File: src/rtl/lut_mult_pkg.sv
// Shared types and constants for the LUT multiplier scheduler.
package lut_mult_pkg;

    localparam int unsigned OP_W            = 32;
    localparam int unsigned RES_W           = 64;
    localparam int unsigned DEFAULT_TIMEOUT = 64;

    typedef enum logic [1:0] {
        ST_IDLE  = 2'd0,
        ST_ISSUE = 2'd1,
        ST_WAIT  = 2'd2,
        ST_RESP  = 2'd3
    } sched_state_t;

endpackage

File: src/rtl/lut_mult_sched_32b_rr_arbiter.sv
// Combinational round-robin pick: first requester at or after rr_ptr.
module rr_arbiter #(
    parameter  int unsigned NUM_REQ = 4,
    localparam int unsigned ID_W    = $clog2(NUM_REQ)
) (
    input  logic [NUM_REQ-1:0] req,
    input  logic [ID_W-1:0]    rr_ptr,
    output logic [NUM_REQ-1:0] grant_oh,
    output logic [ID_W-1:0]    grant_id,
    output logic               any_grant
);

    localparam int unsigned SUM_W = ID_W + 1;

    logic [SUM_W-1:0] idx_sum;
    logic [ID_W-1:0]  idx;

    // Scan requesters starting at rr_ptr, wrapping modulo NUM_REQ.
    always_comb begin
        grant_oh  = '0;
        grant_id  = '0;
        any_grant = 1'b0;
        idx_sum   = '0;
        idx       = '0;
        for (int k = 0; k < NUM_REQ; k++) begin
            idx_sum = SUM_W'(rr_ptr) + SUM_W'(k);
            if (idx_sum >= SUM_W'(NUM_REQ)) begin
                idx_sum = idx_sum - SUM_W'(NUM_REQ);
            end
            idx = ID_W'(idx_sum);
            if (!any_grant && req[idx]) begin
                any_grant     = 1'b1;
                grant_id      = idx;
                grant_oh[idx] = 1'b1;
            end
        end
    end

endmodule

File: src/rtl/lut_mult_sched_32b.sv
// Round-robin scheduler sharing one multi-cycle 32x32->64 multiplier.
module lut_mult_sched_32b
    import lut_mult_pkg::*;
#(
    parameter  int unsigned NUM_REQ = 4,
    parameter  int unsigned TIMEOUT = DEFAULT_TIMEOUT,
    localparam int unsigned ID_W    = $clog2(NUM_REQ)
) (
    input  logic                    clk_32b,
    input  logic                    reset_32b,
    input  logic [NUM_REQ-1:0]      req_valid,
    output logic [NUM_REQ-1:0]      req_ready,
    input  logic [NUM_REQ*OP_W-1:0] req_op_a,
    input  logic [NUM_REQ*OP_W-1:0] req_op_b,
    output logic [NUM_REQ-1:0]      rsp_valid,
    input  logic [NUM_REQ-1:0]      rsp_ready,
    output logic [RES_W-1:0]        rsp_result,
    output logic                    rsp_error,
    output logic                    mul_start,
    output logic [OP_W-1:0]         mul_op_a,
    output logic [OP_W-1:0]         mul_op_b,
    input  logic                    mul_done,
    input  logic [RES_W-1:0]        mul_result,
    output logic                    busy
);

    localparam int unsigned CNT_W = $clog2(TIMEOUT);
    localparam int unsigned PTR_W = ID_W + 1;

    sched_state_t     state_q, state_d;
    logic [ID_W-1:0]  rr_ptr_q, gnt_id_q;
    logic [CNT_W-1:0] wait_cnt_q;

    logic [NUM_REQ-1:0] arb_oh;
    logic [ID_W-1:0]    arb_id;
    logic               arb_any;
    logic [OP_W-1:0]    op_a_sel, op_b_sel;
    logic               sel_zero, timeout_hit, grant_en, accept;
    logic [PTR_W-1:0]   ptr_inc;
    logic [ID_W-1:0]    ptr_next;

    rr_arbiter #(.NUM_REQ(NUM_REQ)) u_arb (
        .req       (req_valid),
        .rr_ptr    (rr_ptr_q),
        .grant_oh  (arb_oh),
        .grant_id  (arb_id),
        .any_grant (arb_any)
    );

    // Operand mux for the arbiter winner.
    always_comb begin
        op_a_sel = '0;
        op_b_sel = '0;
        for (int i = 0; i < NUM_REQ; i++) begin
            if (arb_oh[i]) begin
                op_a_sel = op_a_sel | req_op_a[i*OP_W +: OP_W];
                op_b_sel = op_b_sel | req_op_b[i*OP_W +: OP_W];
            end
        end
    end

    assign sel_zero    = (op_a_sel == '0) || (op_b_sel == '0);
    assign timeout_hit = (wait_cnt_q == CNT_W'(TIMEOUT - 1));
    assign accept      = (state_q == ST_RESP) && rsp_ready[gnt_id_q];
    assign ptr_inc     = PTR_W'(gnt_id_q) + PTR_W'(1);
    assign ptr_next    = (ptr_inc >= PTR_W'(NUM_REQ)) ? '0 : ID_W'(ptr_inc);

    // State register.
    always_ff @(posedge clk_32b) begin
        if (reset_32b) state_q <= ST_IDLE;
        else           state_q <= state_d;
    end

    // Next-state and handshake decode; everything is held off during reset.
    always_comb begin
        state_d   = state_q;
        req_ready = '0;
        rsp_valid = '0;
        mul_start = 1'b0;
        busy      = 1'b1;
        grant_en  = 1'b0;
        case (state_q)
            ST_IDLE: begin
                busy = 1'b0;
                if (arb_any) begin
                    req_ready = arb_oh;
                    grant_en  = 1'b1;
                    state_d   = sel_zero ? ST_RESP : ST_ISSUE;
                end
            end
            ST_ISSUE: begin
                mul_start = 1'b1;
                state_d   = ST_WAIT;
            end
            ST_WAIT: begin
                if (mul_done || timeout_hit) state_d = ST_RESP;
            end
            ST_RESP: begin
                rsp_valid = NUM_REQ'(1) << gnt_id_q;
                if (rsp_ready[gnt_id_q]) state_d = ST_IDLE;
            end
            default: state_d = ST_IDLE;
        endcase
        if (reset_32b) begin
            req_ready = '0;
            rsp_valid = '0;
            mul_start = 1'b0;
            busy      = 1'b0;
            grant_en  = 1'b0;
        end
    end

    // Operand latch, wait counter, response register and rr pointer.
    always_ff @(posedge clk_32b) begin
        if (reset_32b) begin
            rr_ptr_q   <= '0;
            gnt_id_q   <= '0;
            wait_cnt_q <= '0;
            mul_op_a   <= '0;
            mul_op_b   <= '0;
            rsp_result <= '0;
            rsp_error  <= 1'b0;
        end else begin
            if (grant_en) begin
                mul_op_a <= op_a_sel;
                mul_op_b <= op_b_sel;
                gnt_id_q <= arb_id;
                if (sel_zero) begin
                    rsp_result <= '0;
                    rsp_error  <= 1'b0;
                end
            end
            if (state_q == ST_ISSUE) wait_cnt_q <= '0;
            if (state_q == ST_WAIT) begin
                wait_cnt_q <= wait_cnt_q + CNT_W'(1);
                if (mul_done) begin
                    rsp_result <= mul_result;
                    rsp_error  <= 1'b0;
                end else if (timeout_hit) begin
                    rsp_result <= '0;
                    rsp_error  <= 1'b1;
                end
            end
            if (accept) rr_ptr_q <= ptr_next;
        end
    end

endmodule

File: config.mk
export PLATFORM = sky130hd
export DESIGN_NAME = lut_mult_sched_32b
export DESIGN_NICKNAME = d
export VERILOG_FILES = /design/src/rtl/lut_mult_pkg.sv /design/src/rtl/lut_mult_sched_32b_rr_arbiter.sv /design/src/rtl/lut_mult_sched_32b.sv
export SDC_FILE = /design/constraint.sdc
export NUM_CORES = 1
export LEC_CHECK = 0
export ABC_CLOCK_PERIOD_IN_PS = 4780
export CAP_MARGIN = 20
export CORE_AREA = 2 2 182 184
export CTS_BUF_LIST = sky130_fd_sc_hd__clkbuf_8
export DETAILED_ROUTE_END_ITERATION = 12
export DIE_AREA = 0 0 184 186
export DONT_BUFFER_PORTS = 1
export GPL_TIMING_DRIVEN = 0
export PLACE_DENSITY = 0.42
export SLEW_MARGIN = 5
export SYNTH_ARGS = -nofsm -noshare
export SYNTH_HDL_FRONTEND = slang
export SYNTH_SLANG_ARGS = --single-unit
File: constraint.sdc
create_clock -name clk_32b -period 4.78 [get_ports clk_32b]
set_clock_uncertainty 0.2 [all_clocks]
set_input_delay 0.956 -clock clk_32b [delete_from_list [all_inputs] [get_ports clk_32b]]
set_output_delay 0.956 -clock clk_32b [all_outputs]
set_load 0.1 [all_outputs]
==> results of run 1 <==
==> worst min-delay path: stages (launching register included) <==
cell and delay, ns:
sky130_fd_sc_hd__dfxtp_1 0.33, sky130_fd_sc_hd__o21ai_0 0.07, sky130_fd_sc_hd__a21oi_1 0.06
==> layer usage <==
metal,vias to the layer above,routed length [um],GRT usage [%]
met1,5726,20800,36.5
met2,778,27200,54.6
li1,5301,-,-
met5,-,0,0
met4,0,3130,15.1
met3,148,6920,11.3
==> area by class of cell <==
| cell class | count | area, um^2 |
|---|---|---|
| fillers | 3560 | 20800 |
| multi-input cells | 1044 | 6450 |
| flip-flops and latches | 141 | 2830 |
| plain buffers | 153 | 793 |
| well taps | 408 | 510 |
| repair buffers | 40 | 398 |
| clock buffers | 17 | 234 |
| clock inverters | 15 | 125 |
| inverters | 12 | 52.6 |
==> through the flow <==
step                      util [%]  cells  power (W)  area, um^2
after floorplan                  -   1350    0.00325        9940
after global placement        32.5   1758    0.00373       10500
after detailed placement      32.8   1762    0.00376       10600
after CTS                     34.6   1810    0.00471       11100
after global routing          35.4   1830    0.00492       11400
final                         35.4   1830    0.00472       11400
==> cell usage in the layout (no fill, tap or decap), types with 64 or more instances in the layout <==
master                     instances
sky130_fd_sc_hd__a21oi_1          76
sky130_fd_sc_hd__nand2_1          95
sky130_fd_sc_hd__nand3_1         187
sky130_fd_sc_hd__a31oi_1          64
sky130_fd_sc_hd__nor2_1          119
sky130_fd_sc_hd__dfxtp_1         139
sky130_fd_sc_hd__nand4_1          64
sky130_fd_sc_hd__a32oi_1          67
sky130_fd_sc_hd__clkbuf_1         86
sky130_fd_sc_hd__a22oi_1         128
==> how the worst max path moves through the flow <==
stage	to	startpoint	depth (start not counted)
2_1_floorplan	req_ready[1]	rr_ptr_q[0]	11
3_3_place_gp	req_ready[2]	rr_ptr_q[0]	11
3_5_place_dp	rsp_result[48]	rr_ptr_q[0]	17
4_1_cts	req_ready[2]	rr_ptr_q[1]	12
5_1_grt	state_q[1]	rr_ptr_q[1]	17
6_report	req_ready[2]	rr_ptr_q[1]	12
==> state kept, by name, summed over array words and instances, names as in the netlist <==
name        count
rsp_result     64
mul_op_a       32
rr_ptr_q        2
gnt_id_q        2
mul_op_b       32
state_q         2
wait_cnt_q      6
rsp_error       1
==> repair_timing <==
action | 4_1_cts | 5_1_grt
gates cloned | 0 | 1
gates resized for setup | 36 | 31
setup buffers | 16 | 19
pin swaps | 12 | 17
setup endpoints to repair | 102 | 70
hold buffers | 0 | 0
==> power groups by stage <==
stage	Combinational, W	Clock, W	Sequential [W]
CTS	0.00120	0.000936	0.00257
global placement	0.00113	0	0.00260
global route	0.00134	0.000991	0.00259
detailed placement	0.00116	0	0.00260
finish	0.00124	0.000913	0.00257
floorplan	0.000760	0	0.00249
==> synth_stat cells (18+ instances only) <==
| library cell | instances |
|---|---|
| sky130_fd_sc_hd__o21ai_0 | 28 |
| sky130_fd_sc_hd__nand3_1 | 187 |
| sky130_fd_sc_hd__o21ai_2 | 39 |
| sky130_fd_sc_hd__dfxtp_1 | 141 |
| sky130_fd_sc_hd__nor3_1 | 49 |
| sky130_fd_sc_hd__a31oi_1 | 64 |
| sky130_fd_sc_hd__ha_1 | 18 |
| sky130_fd_sc_hd__a21oi_1 | 80 |
| sky130_fd_sc_hd__clkbuf_1 | 101 |
| sky130_fd_sc_hd__nand2_1 | 97 |
| sky130_fd_sc_hd__nor2_1 | 120 |
| sky130_fd_sc_hd__a22oi_1 | 128 |
| sky130_fd_sc_hd__nand4_1 | 64 |
| sky130_fd_sc_hd__buf_1 | 24 |
| sky130_fd_sc_hd__a32oi_1 | 67 |
==> cell families (layout without fill, tap and decap cells) <==
kind of cell,Yosys count,count (layout),synth area share (%)
XOR/XNOR,4,4,0.353
flip-flops,141,141,28.4
AND/OR/NAND/NOR,563,563,27.1
adder cells (fa/ha/maj),18,18,2.27
buffers and inverters,165,237,7.76
AO/OA/AOI/OAI,437,437,31.2
multiplexers,22,22,2.90
==> flow_summary.ini, run 1 <==
[outcome]
outcome = completed

[synth]
net_count_after_synthesis = 1699
postSynth.asyncResetShare_pct = 0
ys_types = 51
synthDominantCellAreaShare_pct = 28.4
synth_seq_cells = 141
yosysSeqAreaShare_pct = 28.4
mapped_cell_area_mm2 = 0.00993
synth-warning-count = 0
ys_top_cells_by_area = sky130_fd_sc_hd__dfxtp_1, sky130_fd_sc_hd__a22oi_1, sky130_fd_sc_hd__nand3_1, sky130_fd_sc_hd__a32oi_1, sky130_fd_sc_hd__nor2_1
synthDominantAreaCellType = sky130_fd_sc_hd__dfxtp_1
post_synth.cell_area_avg_um2 = 7.35
dominantRegCellSynth = sky130_fd_sc_hd__dfxtp_1
synth_edf_count = 0
postSynthCellCount = 1350

[clock_tree]
clkLatencyLatePin_ns = 0.46
tritoncts.num_buffers = 17
tritoncts = yes
clockRootBuffer = sky130_fd_sc_hd__clkbuf_8
worst_setup_hold_path_clk_slew_ns = 0.08
ctsLongestPathBuffers = 2
cts_sinks = 141
cts.htree.levels = 4

[setup_path]
crit_slowest_cell = sky130_fd_sc_hd__mux2_2
crit_family = buffers and inverters
worstPathRequired_ns = 3.62
worst_r2r_path_depth = 17
reg_to_reg_start = rr_ptr_q[1]
crit_type = reg -> out
setup.worst_path.start_class = flip-flop
worst_ep_arrival_time_ns = 3.51
critPathBufInv = 6
r2r-end = state_q[1]
worst_setup_path_end_kind = output port
path_common_cell = sky130_fd_sc_hd__buf_4
crit_path_max_incr_delay_ns = 0.41
reg2reg_slack_ns = 0.15
worstPathCellList = buf_6 -> clkinvlp_4 -> ha_1 -> clkbuf_4 -> mux2_2 -> mux2i_4 -> a221o_1 -> buf_4 -> buf_4 -> nand2_2 -> a21oi_4 -> buf_16
worst_path_maximum_fanout = 10

[detailed_routing]
drc_errors = 0
wl_per_cell_um = 31.7
dr_total_vias = 11953
wirelength_mm = 58.0
vias_per_inst = 6.53
detailedRoute.firstPassIterationCount = 5
final_ant_viol_nets = 0
dr.first_iter.drc_count = 1118

[hold_path]
min_to = wait_cnt_q[5]
hold_depth = 2
hold_path.class = reg -> reg
holdCritStartpoint = wait_cnt_q[5]

[pwr]
clkPwrFrac_pct = 19.3
combPwrFrac_pct = 26.3
ir_worst_vdd_uv = 170
cellInternalPower_w = 0.00212
power.switching_fraction_pct = 55.0
switching_power_w = 0.00260
power-per-cell-area_mw_per_mm2 = 414
power.static_leakage_nw = 3.97
seqPwrFrac_pct = 54.4

[global_routing]
wire_length_of_the_first_global_routing_pass_mm = 81.2
grt_util_all_layers_pct = 32.3
grt_pass1_vias = 11454
antenna_violations_before_repair = 0
grt-ovfl-total = 0
pin_count_of_the_biggest_net_entering_global_routing = 17

[timing]
timing.final.ws_setup_ns = 0.117
final_total_negative_setup_slack_ns = 0
min_period_ns = 4.66
timing_worst_slew_pin_value_ns = 1.18
slew_viol_final = 0
max-slew-margin-rel_pct = 20.9
final_min_period_over_clock_period_pct = 97.5
worst_hold_slack_ns = 0.297
report.final.hold_viol_count = 0
achievable-frequency_ghz = 0.214
setup_viol = 0

[die]
design.die.area_mm2 = 0.0342
core.rowCount = 66
io_pins = 470
initial_utilization_pct = 30.8
die_h_um = 186
die_w_um = 184
core_mm2 = 0.0322

[placed_design]
numPortBuffers = 0
gpl.final_weighted_congestion = 0.953
placement.setup.worst_slack_ns = -0.794
post-dp-hpwl_mm = 45.2

[final_layout]
antenna-diode-count = 0
areaGrowthSynthToFinish_pct = 14.7
final_nets = 1758
fraction_of_final_layout_cells_sized_beyond_drive_strength_1_pct = 13.4

[run]
max-cap-violations = 0
Power figures use the tool's default switching activity.
==> run 2, diff against run 1 <==
Settings changed: SLEW_MARGIN 5 to 10.
==> results of run 2 <==
Same layout as run 1: the final DEF is identical, and so are final timing and power.
==> run 3, diff against run 2 <==
Settings changed: CTS_CLUSTER_DIAMETER set to 60.
==> results of run 3 <==
Same layout as run 1: the final DEF is identical, and so are final timing and power.
